===== config.mk =====
export PLATFORM = sky130hd
export DESIGN_NAME = jellyvl_synctimer_adjust_arbiter
export DESIGN_NICKNAME = d
export VERILOG_FILES = /design/src/rtl/jellyvl_synctimer_adjust_arbiter.sv
export SDC_FILE = /design/constraint.sdc
export NUM_CORES = 1
export LEC_CHECK = 0
export BUFFER_PORTS_ARGS = -buffer_cell sky130_fd_sc_hd__buf_4
export CAP_MARGIN = 10
export CORE_ASPECT_RATIO = 0.9
export CORE_MARGIN = 2
export CORE_UTILIZATION = 56
export CTS_CLUSTER_SIZE = 10
export DETAILED_ROUTE_END_ITERATION = 16
export GPL_TIMING_DRIVEN = 0
export PLACE_DENSITY = 0.82
export REMOVE_ABC_BUFFERS = 1
export SLEW_MARGIN = 20
export SYNTH_ARGS = -nofsm -noshare
export SYNTH_HDL_FRONTEND = slang
export SYNTH_SLANG_ARGS = --single-unit

===== constraint.sdc =====
create_clock -name clk -period 8.7 [get_ports clk]
set_clock_uncertainty 0.2 [all_clocks]
set_input_delay 2.61 -clock clk [delete_from_list [all_inputs] [get_ports clk]]
set_output_delay 2.61 -clock clk [all_outputs]
set_load 0.1 [all_outputs]

===== src/rtl/jellyvl_synctimer_adjust_arbiter.sv =====
// jellyvl_synctimer_adjust_arbiter: nets per-source adjust pulses and issues them round-robin onto one timer port
// Define JELLYVL_SYNCTIMER_ADJUST_ARBITER_STAT_EN to add per-source issued-pulse net counters (stat_net).
module jellyvl_synctimer_adjust_arbiter #(
  parameter int NUM_PORTS  = 2,
  parameter int PEND_WIDTH = 8,
  parameter int GAP_WIDTH  = 8
) (
  input  logic                   clk,
  input  logic                   rst,
  input  logic                   enable,
  input  logic                   clear,
  input  logic [GAP_WIDTH-1:0]   gap_cycles,
  input  logic [NUM_PORTS-1:0]   s_adjust_sign,
  input  logic [NUM_PORTS-1:0]   s_adjust_valid,
  output logic [NUM_PORTS-1:0]   s_adjust_ready,
  output logic                   m_adjust_sign,
  output logic                   m_adjust_valid,
  input  logic                   m_adjust_ready,
  output logic                   busy
`ifdef JELLYVL_SYNCTIMER_ADJUST_ARBITER_STAT_EN
  ,
  output logic [NUM_PORTS*32-1:0] stat_net
`endif
);
  localparam int IW = (NUM_PORTS > 1) ? $clog2(NUM_PORTS) : 1;
  typedef logic signed [PEND_WIDTH-1:0] pend_t;
  localparam pend_t PEND_MAX = {1'b0, {(PEND_WIDTH-1){1'b1}}};
  localparam pend_t PEND_MIN = {1'b1, {(PEND_WIDTH-1){1'b0}}};
  localparam pend_t ONE = pend_t'(1);
  typedef enum logic [1:0] {IDLE, ISSUE, GAP} state_t;
  state_t state, state_next;
  pend_t pend [NUM_PORTS];
  pend_t pend_next [NUM_PORTS];
  logic [IW-1:0] rr, rr_next, gnt;
  logic [GAP_WIDTH-1:0] cnt, cnt_next;
  logic valid_next, sign_next, found, gsign, grant;
  always_comb begin
    for (int i = 0; i < NUM_PORTS; i++)
      s_adjust_ready[i] = rst && pend[i] != PEND_MAX && pend[i] != PEND_MIN;
  end
  always_comb begin
    busy = state != IDLE;
    for (int i = 0; i < NUM_PORTS; i++)
      if (pend[i] != '0) busy = 1'b1;
  end
  // first nonzero source at or after rr, then wrap to those below rr
  always_comb begin
    found = 1'b0;
    gnt = '0;
    gsign = 1'b0;
    for (int i = 0; i < NUM_PORTS; i++)
      if (!found && i >= int'(rr) && pend[i] != '0) begin
        found = 1'b1;
        gnt = IW'(i);
        gsign = pend[i][PEND_WIDTH-1];
      end
    for (int i = 0; i < NUM_PORTS; i++)
      if (!found && i < int'(rr) && pend[i] != '0) begin
        found = 1'b1;
        gnt = IW'(i);
        gsign = pend[i][PEND_WIDTH-1];
      end
  end
  assign grant = state == IDLE && enable && !clear && found;
  always_comb begin
    for (int i = 0; i < NUM_PORTS; i++)
      pend_next[i] = clear ? '0 : pend[i]
        + ((s_adjust_valid[i] && s_adjust_ready[i]) ? (s_adjust_sign[i] ? -ONE : ONE) : '0)
        - ((grant && gnt == IW'(i)) ? (pend[i][PEND_WIDTH-1] ? -ONE : ONE) : '0);
  end
  always_comb begin
    state_next = state;
    rr_next = rr;
    cnt_next = cnt;
    valid_next = m_adjust_valid;
    sign_next = m_adjust_sign;
    case (state)
      IDLE: if (grant) begin
        state_next = ISSUE;
        valid_next = 1'b1;
        sign_next = gsign;
        rr_next = (gnt == IW'(NUM_PORTS - 1)) ? '0 : gnt + 1'b1;
      end
      ISSUE: if (m_adjust_ready) begin
        valid_next = 1'b0;
        state_next = (gap_cycles != '0) ? GAP : IDLE;
        cnt_next = gap_cycles;
      end
      GAP: begin
        cnt_next = cnt - 1'b1;
        state_next = (cnt == GAP_WIDTH'(1)) ? IDLE : GAP;
      end
      default: state_next = IDLE;
    endcase
  end
  always_ff @(posedge clk or negedge rst) begin
    if (!rst) begin
      state <= IDLE;
      rr <= '0;
      cnt <= '0;
      m_adjust_valid <= 1'b0;
      m_adjust_sign <= 1'b0;
      for (int i = 0; i < NUM_PORTS; i++) pend[i] <= '0;
    end else begin
      state <= state_next;
      rr <= rr_next;
      cnt <= cnt_next;
      m_adjust_valid <= valid_next;
      m_adjust_sign <= sign_next;
      for (int i = 0; i < NUM_PORTS; i++) pend[i] <= pend_next[i];
    end
  end
`ifdef JELLYVL_SYNCTIMER_ADJUST_ARBITER_STAT_EN
  logic [IW-1:0] sel;
  logic [31:0] stat [NUM_PORTS];
  always_ff @(posedge clk or negedge rst) begin
    if (!rst) begin
      sel <= '0;
      for (int i = 0; i < NUM_PORTS; i++) stat[i] <= '0;
    end else begin
      if (grant) sel <= gnt;
      for (int i = 0; i < NUM_PORTS; i++)
        if (clear) stat[i] <= '0;
        else if (state == ISSUE && m_adjust_valid && m_adjust_ready && sel == IW'(i))
          stat[i] <= stat[i] + (m_adjust_sign ? 32'hffff_ffff : 32'd1);
    end
  end
  for (genvar g = 0; g < NUM_PORTS; g++) begin : g_stat
    assign stat_net[g*32 +: 32] = stat[g];
  end
`endif
endmodule


Word level (Yosys, flattened, before mapping):

Index checks and enable logic that the tools add are counted.

* bits of input ports: 17
* output and inout bits: 5
* bits in registers: 29

* order comparisons: 2
* reductions and logical operators: 29
* mux-type cells: 31
* equal/unequal tests: 9
* bitwise operators: 1
* $add $sub $neg: 6

Operators with widths (count)
* 8-bit 2-to-1 mux: 11
* 8-bit inequality test, second input constant: 4
* 8-bit nonzero test: 3
* 8-bit adder: 2
* 8-bit one-hot mux with 2 select lines: 1
* 8-bit subtractor: 2
* 1-bit logical AND: 15
* 1-bit 2-to-1 mux: 13
* 8-bit by 1-bit == test with 1-bit output, second input constant: 1
* 2-bit 2-to-1 mux: 4
* 8-bit by 1-bit subtractor with 8-bit output, second input constant: 1
* 2-bit one-hot mux with 3 select lines: 1
* 2-bit AND reduction: 3
* 2-bit nonzero test: 3
* 2-bit inequality test, second input constant: 2
* 1-bit logical NOT: 3
* 3-bit AND reduction: 1
* 2-bit by 1-bit == test with 1-bit output, second input constant: 1
* 2-bit == test, second input constant: 1
* 2-bit logical NOT: 1
* 1-bit one-hot mux with 2 select lines: 1
* 1-bit adder, second input constant: 1
* 1-bit >= comparator, first input constant: 1
* 1-bit less-than comparator, first input constant: 1
* 1-bit inverter: 1

Logic depth before layout (Yosys ltp):

Gate-level depths: netlist of run 1.

* word-level depth: 15
* gate-level depth with buffers: 14
* gate-level depth less buffers: 14

Worst setup path before layout of run 1:

OpenSTA, ideal clock, no wires.

* path kind: input -> output
* start: input rst
* end: output s_adjust_ready[0]
* required time: 5890 ps
* path buffers: 0
* stages: 1
* arrival: 3298 ps
* path slack: 2592 ps
* cells stage by stage: o211a_1

* word-level cells in the longest chain between the ends: 2

Ends and longest elaborated chain
* start: declaration: RTL line 9 `input logic rst,`
* 1-bit logical AND (2 in series): RTL line 39 `s_adjust_ready[i] = rst && pend[i] != PEND_MAX && pend[i] != PEND_MIN;`
* end: declaration: RTL line 15 `output logic [NUM_PORTS-1:0] s_adjust_ready,`

No other way between the ends.

Final worst setup path of run 1:

Same ends and word-level chain as after synthesis.

==> results of run 1 <==
[synth_stat cells (5+ instances only)]
cell | instances | share of area [%]
clkbuf_1 | 6 | 0.91
nor3_1 | 5 | 1.0
ha_1 | 18 | 9.1
a21oi_1 | 16 | 3.2
nor4_1 | 7 | 1.8
or4_1 | 5 | 1.5
nand4_1 | 5 | 1.3
dfrtp_1 | 29 | 29
xnor2_1 | 7 | 2.5
o21bai_1 | 5 | 1.5
nand2b_1 | 5 | 1.3
nand2_1 | 21 | 3.2
fa_1 | 14 | 11
inv_1 | 48 | 7.3
nor2_1 | 26 | 3.9
nor2b_1 | 8 | 2.0
o21ai_0 | 12 | 2.4
[stage by stage]
stage | hold slack [ns] | instances
floorplan | 0.2818 | 278
global placement | 0.2621 | 359
detailed placement | 0.2738 | 359
CTS | 0.2875 | 367
global route | 0.3362 | 367
finish | 0.2879 | 367
[registers in the layout, summed over array words and instances (netlist names)]
name and flops:
cnt 8, m_adjust_sign 1, m_adjust_valid 1, pend 16
rr 1, state 2
[final cells by class]
| cell class | instances | area share [%] |
|---|---|---|
| well taps | 60 | 2.705 |
| flip-flops and latches | 29 | 26.15 |
| clock buffers | 6 | 2.615 |
| repair buffers | 21 | 5.681 |
| clock inverters | 2 | 0.3607 |
| inverters | 48 | 6.492 |
| multi-input cells | 201 | 56.00 |
[cell families after synthesis]
group           count (synthesis)  share of synthesized area (%)
flops                          29                          29.23
fa+ha+maj                      32                          20.36
compound gates                 52                          14.32
buf+inv                        54                          8.165
xor+xnor                       10                          3.528
mux                             7                          3.024
simple gates                  100                          21.37
[final timing paths]
check,from,end,cells past startpoint
max,rst,s_adjust_ready[0],3
min,m_adjust_valid,m_adjust_valid,2
max reg2reg,pend[3],pend[7],11
min reg2reg,m_adjust_valid,m_adjust_valid,2
max in group asynchronous,rst,pend[11],1
min in group asynchronous,rst,cnt[4],1
[placed cells by master (no fill, tap or decap), types with 5 or more instances in the layout]
master    Yosys  final
o21bai_1      5      5
xnor2_1       7      7
inv_1        48     48
nor4_1        7      7
nand2b_1      5      5
nor2_1       26     26
clkbuf_8      0      5
nand4_1       5      5
fa_1         14     14
a21oi_1      16     16
nor3_1        5      5
o21ai_0      12     12
nand2_1      21     21
nor2b_1       8      8
ha_1         18     18
or4_1         5      5
buf_4         0     21
dfrtp_1      29     29
[layer usage]
layer | GRT usage (%) | part of all wire, % | up-vias
met5 | 0 | 0 | -
met4 | 6.136 | 1.4 | 0
met3 | 5.373 | 4.1 | 6
met2 | 38.17 | 49 | 44
met1 | 31.03 | 46 | 934
li1 | - | - | 1010
[report_power, final]
part / total [uW] / switching [uW] / leakage [uW] / internal (uW)
Clock: 107 / 51.4 / 0.0000450 / 55.2
Sequential: 259 / 63.8 / 0.000361 / 195
Combinational: 663 / 376 / 0.000928 / 287
[worst reg2reg max path, delay by kind of cell, from the launching register on]
kind | cells | cell delay [ns]
simple gates | 3 | 0.99
buf+inv | 1 | 0.12
compound gates | 4 | 1.62
fa+ha+maj | 2 | 0.78
flops | 1 | 0.39
mux | 1 | 0.31
==> results_dict.tcl, run 1 <==
set metrics [dict create \
    status "finished, final reports clean" \
    drive_above_1_share_pct 13.36 \
    vias_per_cell 5.433 \
    path_delay_family "buffers and inverters" \
    async_flop_share_pct 100.0 \
    grt_pass1_vias 1961 \
    hpwl_microns 3887 \
    holdBufCountCts 0 \
    cp_data_required_time_ns 5.89 \
    root_buffer "clkbuf_8" \
    ys_warn_count 0 \
    layout.nets 355 \
    synth_area_per_cell_sq_um 8.741 \
    ir_worst_vdd_uv 228.1 \
    start_util_pct 59.72 \
    finalMaxSlewViolations 0 \
    setup.worst_path.end_class "output port" \
    cts_buffer_depth 2 \
    die_y_microns 67.16 \
    cp.arrival_ns 3.52 \
    hp-class "reg2reg" \
    drt_pass1_iterations 4 \
    die_area_sq_um 4982 \
    synth_edf_count 0 \
    antenna_cells 0 \
    ys_types 45 \
    worstSetupPathType "in2out" \
    core-area_sq_um 4156 \
    placed_cell_area_sq_um 2693 \
    max_slew_margin_pct 40.10 \
    place.gp.congestion 0.8863 \
    final_util_pct 66.77 \
    grt_pass1_wl_microns 8576 \
    multi_input_area_sq_um 1554 \
    syn-instance-count 284 \
    clock_latency_ns 0.28 \
    worstPathMaxFanout 33 \
    drt_iter0_markers 72 \
    r2r_slack_ns 4.16 \
    final_antenna_net_count 0 \
    fmax_mhz 158.0 \
    row_count 22 \
    grt-ovfl-total 0 \
    cts-resized-gates 0 \
    wl_per_cell_microns 13.34 \
    clk_pin_slew_ns 0.06 \
    critPathMaxStageDelay_ns 0.36 \
    cp.buffers_inverters 2 \
    area_growth_syn_to_layout_pct 11.79 \
    vias 1994 \
    start_kind "input pin" \
    io_pins 22 \
    numCtsBuffers 5 \
    place_ws_ns 2.326 \
    ff_latch_area_sq_um 725.7 \
    ys_seq_area_share_pct 29.23 \
    cts_sinks 29 \
    antenna_found_initial 0 \
    hold_viol_final 0 \
    syn_area_sq_um 2482 \
    synth-seq-cells 29 \
    htreeDepth 2 \
    p_total_uw 1029 \
    grt_max_degree 34 \
    max_slew.worst_pin.slew_ns 0.8976 \
    port_buffers 21 \
    setup_viol 0 \
    setup_tns_ns 0 \
    powerDensity_nw_per_um2 370.8 \
    drc 0 \
    num-fill-cells 357 \
    critPathSlowestCell "buf_4" \
    die_w_microns 74.18 \
    synth_ff_type "dfrtp_1" \
    path_cells "buf_4, o211a_1, buf_4" \
    worst_slack_ns 2.372 \
    rsz0062_at_grt "no" \
    drt_wl_total_microns 4897 \
    maxCapViolations 0 \
    finalInstanceArea_sq_um 2775 \
    min_period_ns 6.328 \
    post-route-period-util_pct 72.73 \
    grt_util_all_layers_pct 23.22 \
    cts_tree "done" \
    p_leak_uw 0.001334 \
    cp_common_cell "buf_4" \
    post_cts_buffers 0 \
]
Note: power is estimated with default switching activity, not from simulation.
==> inputs of run 2 (changes only) <==
--- a/config.mk
+++ b/config.mk
@@ -9,7 +9,7 @@
 export CAP_MARGIN = 10
 export CORE_ASPECT_RATIO = 0.9
 export CORE_MARGIN = 2
-export CORE_UTILIZATION = 56
+export CORE_UTILIZATION = 54
 export CTS_CLUSTER_SIZE = 10
 export DETAILED_ROUTE_END_ITERATION = 16
 export GPL_TIMING_DRIVEN = 0
==> constraint.sdc (replaced) <==
create_clock -name clk -period 5.1 [get_ports clk]
set_clock_uncertainty 0.2 [all_clocks]
set_input_delay 1.53 -clock clk [delete_from_list [all_inputs] [get_ports clk]]
set_output_delay 1.53 -clock clk [all_outputs]
set_load 0.1 [all_outputs]
==> results_dict.tcl, run 2 (synthesis results as in run 1) <==
set metrics [dict create \
    whs_ns 0.2971 \
    reg.largest.list "pend x16, cnt x8, state x2" \
    numCtsBuffers 5 \
    final_cell_mix "47 x inv_1, 29 x dfrtp_1, 26 x nor2_1" \
    area_growth_syn_to_layout_pct 14.06 \
    drt_iter0_markers 98 \
    clk_pin_slew_ns 0.06 \
    timing.hold.worst.start "m_adjust_sign" \
    cts_sinks 29 \
    post-route-period-util_pct 93.15 \
    io_pins 22 \
    setup_tns_ns 0 \
    p_leak_uw 0.001343 \
    grt_util_all_layers_pct 22.58 \
    min_period_ns 4.750 \
    grt_pass1_vias 1958 \
    grt_max_degree 34 \
    holdPathEnd "m_adjust_sign" \
    ir_worst_vdd_uv 347.5 \
    post_cts_buffers 0 \
    drc 0 \
    max_slew.worst_pin.slew_ns 0.9083 \
    hp-class "reg2reg" \
    die_area_sq_um 5156 \
    wl_per_cell_microns 13.91 \
    root_buffer "clkbuf_8" \
    max_slew_margin_pct 39.39 \
    port_buffers 21 \
    clock_latency_ns 0.29 \
    min_path_cells 2 \
    layout.nets 355 \
    vias 2055 \
    cts_tree "done" \
    cp_data_required_time_ns 5.12 \
    start_kind "input pin" \
    holdBufCountCts 0 \
    status "finished, final reports clean" \
    rsz0062_at_grt "no" \
    place_ws_ns -0.2606 \
    die_w_microns 75.47 \
    fin_cells 369 \
    htreeDepth 2 \
    regMostFlops "pend" \
    die_y_microns 68.32 \
    path_cells "buf_4, nor4b_4, nand3_1, inv_1, fa_1, inv_1, ha_1, a21oi_1, o21ai_0, a2111oi_1, o21bai_1, mux2i_1" \
    worst_slack_ns 0.3496 \
    maxCapViolations 0 \
    setup.worst_path.end_class "register" \
    antenna_found_initial 0 \
    r2r_slack_ns 0.75 \
    r2r_end "pend[7]" \
    grt-ovfl-total 0 \
    worstPathMaxFanout 22 \
    antenna_cells 0 \
    start_util_pct 56.01 \
    drive_above_1_share_pct 14.01 \
    grt_pass1_wl_microns 8776 \
    drt_pass1_iterations 4 \
    num-fill-cells 420 \
    finalInstanceArea_sq_um 2831 \
    hpwl_microns 3913 \
    worst-r2r-cell-count 11 \
    finalMaxSlewViolations 0 \
    place.gp.congestion 0.8472 \
    critPathMaxStageDelay_ns 0.50 \
    setup_viol 0 \
    critPathSlowestCell "a2111oi_1" \
    core-area_sq_um 4432 \
    drt_wl_total_microns 5131 \
    dp_cells 361 \
    cp.arrival_ns 4.77 \
    final_common_cell "inv_1" \
    placed_cell_area_sq_um 2695 \
    row_count 23 \
    cts-resized-gates 0 \
    worstSetupPathType "in2reg" \
    final_antenna_net_count 0 \
    cts_buffer_depth 2 \
    hold_viol_final 0 \
    cp_common_cell "inv_1" \
    fmax_mhz 210.5 \
    r2r_start "pend[3]" \
    vias_per_cell 5.569 \
    powerDensity_nw_per_um2 655.6 \
    largest_reg_flops 16 \
]
## run 2: worst max path at each step
stage               slack (ns)  depth (start not counted)       end  startpoint
finish                    0.35                         12  pend[15]       clear
global placement         -0.11                         12  pend[15]       clear
floorplan                 0.43                         12   pend[7]       clear
global route              0.02                         12  pend[15]       clear
detailed placement       -0.26                         12  pend[15]       clear
CTS                       0.01                         12  pend[15]       clear
## run 2: cell type report
cell class                      count  area [sq um]  area share (%)
Clock buffer                        7         86.33           3.049
Clock inverter                      1         30.03           1.061
Inverter                           48         183.9           6.496
Multi-Input combinational cell    201          1570           55.46
Sequential cell                    29         725.7           25.63
Tap cell                           62         77.57           2.740
Timing Repair Buffer               21         157.7           5.568
## run 2: power by group
| part | switching (uW) | internal (uW) |
|---|---|---|
| logic | 662 | 500 |
| registers | 112 | 333 |
| clock network | 89.9 | 159 |
| total | 864 | 992 |
## run 2: through the flow
stage / power (uW) / utilization, %
after floorplan: 1336 / -
after global placement: 1523 / 60.81
after detailed placement: 1577 / 60.81
after CTS: 1843 / 63.44
after global routing: 2051 / 63.89
final: 1856 / 63.89
## run 2: routing by layer
metal	vias to the layer above	share of wire, %	GRT usage, %
met5	-	0	0
met4	0	1.5	7.456
met3	8	3.7	3.682
met2	45	48	37.39
met1	993	47	30.14
li1	1009	-	-
## run 2: critical path: cells and delay by family
family | cells | cell delay, ns
mux | 1 | 0.14
compound gates | 4 | 1.08
buf+inv | 3 | 0.60
fa+ha+maj | 2 | 0.70
simple gates | 2 | 0.70
==> inputs of run 3 (changes only) <==
--- a/config.mk
+++ b/config.mk
@@ -14,6 +14,7 @@
 export DETAILED_ROUTE_END_ITERATION = 16
 export GPL_TIMING_DRIVEN = 0
 export PLACE_DENSITY = 0.82
+export RECOVER_POWER = 50
 export REMOVE_ABC_BUFFERS = 1
 export SLEW_MARGIN = 20
 export SYNTH_ARGS = -nofsm -noshare
==> constraint.sdc (replaced) <==
create_clock -name clk -period 4.2 [get_ports clk]
set_clock_uncertainty 0.2 [all_clocks]
set_input_delay 1.26 -clock clk [delete_from_list [all_inputs] [get_ports clk]]
set_output_delay 1.26 -clock clk [all_outputs]
set_load 0.1 [all_outputs]
==> results_dict.tcl, run 3 (synthesis results as in run 1) <==
set metrics [dict create \
    dp_cells 361 \
    cts_sinks 29 \
    wl_per_cell_microns 14.86 \
    drc 0 \
    grt_use_met1_pct 29.95 \
    final_cell_mix "42 x inv_1, 29 x dfrtp_1, 28 x buf_4" \
    cp_common_cell "buf_4" \
    largest_reg_flops 16 \
    timing.hold.worst.start "m_adjust_sign" \
    power_frac_clock_pct 12.4 \
    critPathMaxStageDelay_ns 0.55 \
    port_buffers 21 \
    met2_usage_pct 41.30 \
    hp-class "reg2reg" \
    max_slew.worst_pin.slew_ns 0.5715 \
    vias_per_cell 5.628 \
    holdBufCountCts 0 \
    die_area_sq_um 5156 \
    worstSetupPathType "in2reg" \
    clk_pin_slew_ns 0.07 \
    die_w_microns 75.47 \
    cp.buffers_inverters 7 \
    r2r_start "pend[10]" \
    regMostFlops "pend" \
    area_growth_syn_to_layout_pct 21.93 \
    swShare_pct 46.74 \
    start_util_pct 56.01 \
    drive_above_1_share_pct 22.40 \
    core-area_sq_um 4432 \
    grt_util_all_layers_pct 23.82 \
    min_period_ns 4.122 \
    crit_path_start "clear" \
    setup_viol 0 \
    hpwl_microns 3913 \
    setup.worst_path.end_class "register" \
    cp.arrival_ns 4.09 \
    worstPathMaxFanout 22 \
    grt_pass1_vias 2059 \
    grt_pass1_wl_microns 9204 \
    powerDensity_nw_per_um2 809.6 \
    internal_power_uw 1305 \
    fmax_mhz 242.6 \
    post-route-period-util_pct 98.13 \
    path_cells "buf_6, or4b_4, nor2_4, nand2_2, inv_4, buf_4, buf_4, fa_1, inv_2, ha_4, inv_1, o21ai_2, a2111oi_4, buf_4, o21ba_2, mux2_1" \
    grt-ovfl-total 0 \
    seqPwrFrac_pct 22.4 \
    maxCapViolations 0 \
    cts_buffer_depth 2 \
    vias 2133 \
    critPathSlowestCell "or4b_4" \
    ir_worst_vdd_uv 415.0 \
    io_pins 22 \
    met3_usage_pct 4.124 \
    place.gp.congestion 0.8472 \
    row_count 23 \
    cp_data_required_time_ns 4.17 \
    combPwrFrac_pct 65.2 \
    finalMaxSlewViolations 0 \
    rsz0062_at_grt "yes" \
    grt_max_degree 34 \
    cts_tree "done" \
    path_delay_family "simple AND/OR/NAND/NOR gates" \
    htreeDepth 2 \
    layout.nets 365 \
    drt_wl_total_microns 5631 \
    clock_latency_ns 0.29 \
    drt_iter0_markers 70 \
    num-fill-cells 385 \
    grt_busiest_layer "met2" \
    final_antenna_net_count 0 \
    drt_pass1_iterations 4 \
    numCtsBuffers 5 \
    p_leak_uw 0.001407 \
    antenna_cells 0 \
    fin_cells 379 \
    start_kind "input pin" \
    status "finished, final reports clean" \
    final_common_cell "inv_1" \
    antenna_found_initial 0 \
    root_buffer "clkbuf_8" \
    die_y_microns 68.32 \
    max_slew_margin_pct 61.82 \
    reg.largest.list "pend x16, cnt x8, state x2" \
    p_switching_uw 1145 \
    hold_viol_final 0 \
    setup_tns_ns 0 \
]
-- run 3: changes by cell type in the layout (fill, tap and decap cells not counted), sizes merged --
cell,previous run,this run
clkinvlp,1,0
buf,21,30
inv,47,48
clkbuf,7,8
-- run 3: timing repair --
item | in CTS | in global routing
pin swaps | 3 | 10
gates resized for setup | 15 | 17
endpoints found under the setup margin | 5 | 4
setup buffers | 4 | 6
-- run 3: final cells by class --
| type | count | area [sq um] | area share, % |
|---|---|---|---|
| clock buffers | 7 | 86.33 | 2.852 |
| clock inverters | 1 | 30.03 | 0.9921 |
| inverters | 48 | 185.2 | 6.118 |
| multi-input cells | 201 | 1682 | 55.56 |
| flip-flops and latches | 29 | 725.7 | 23.98 |
| well taps | 62 | 77.57 | 2.563 |
| repair buffers | 31 | 240.2 | 7.937 |
-- run 3: power groups by stage --
stage                     Combinational, uW  Clock, uW  Sequential (uW)
final                                  1600        304              549
after global routing                   1800        321              568
after CTS                              1470        312              539
after detailed placement               1380          0              540
after global placement                 1320          0              533
after floorplan                        1060          0              567
-- run 3: final timing paths --
| kind | slack (ns) | cells after the start | end |
|---|---|---|---|
| worst max-delay path | 0.08 | 16 | pend[7] |
| worst min-delay path | 0.30 | 2 | m_adjust_sign |
| worst max register to register | 0.22 | 12 | pend[14] |
| worst min register to register | 0.30 | 2 | m_adjust_sign |
| max in group asynchronous | 2.88 | 1 | state[0] |
| min in group asynchronous | 0.65 | 1 | pend[3] |
-- run 3: stage by stage --
stage	hold slack, ns	utilization [%]	power (uW)	area, sq um	worst slack, ns
6_report	0.2977	68.29	2451	3027	0.07834
5_1_grt	0.3189	68.29	2685	3027	-0.06675
4_1_cts	0.2994	65.58	2318	2907	0.01416
3_5_place_dp	0.2757	60.81	1916	2695	-0.8906
3_3_place_gp	0.2730	60.81	1850	2695	-0.7433
2_1_floorplan	0.2818	-	1623	2460	-0.2007
-- run 3: layer usage --
| layer | up-vias | share of wire (%) |
|---|---|---|
| met3 | 12 | 4.2 |
| li1 | 1028 | - |
| met4 | 0 | 1.8 |
| met1 | 1037 | 43 |
| met5 | - | 0 |
| met2 | 56 | 51 |
-- run 3: tightest hold or removal path: cells and delay by family (launching register included) --
kind	cells	cell delay, ns
and+or+nand+nor	1	0.05
DFF	1	0.35
AOI/OAI and AO/OA	1	0.07
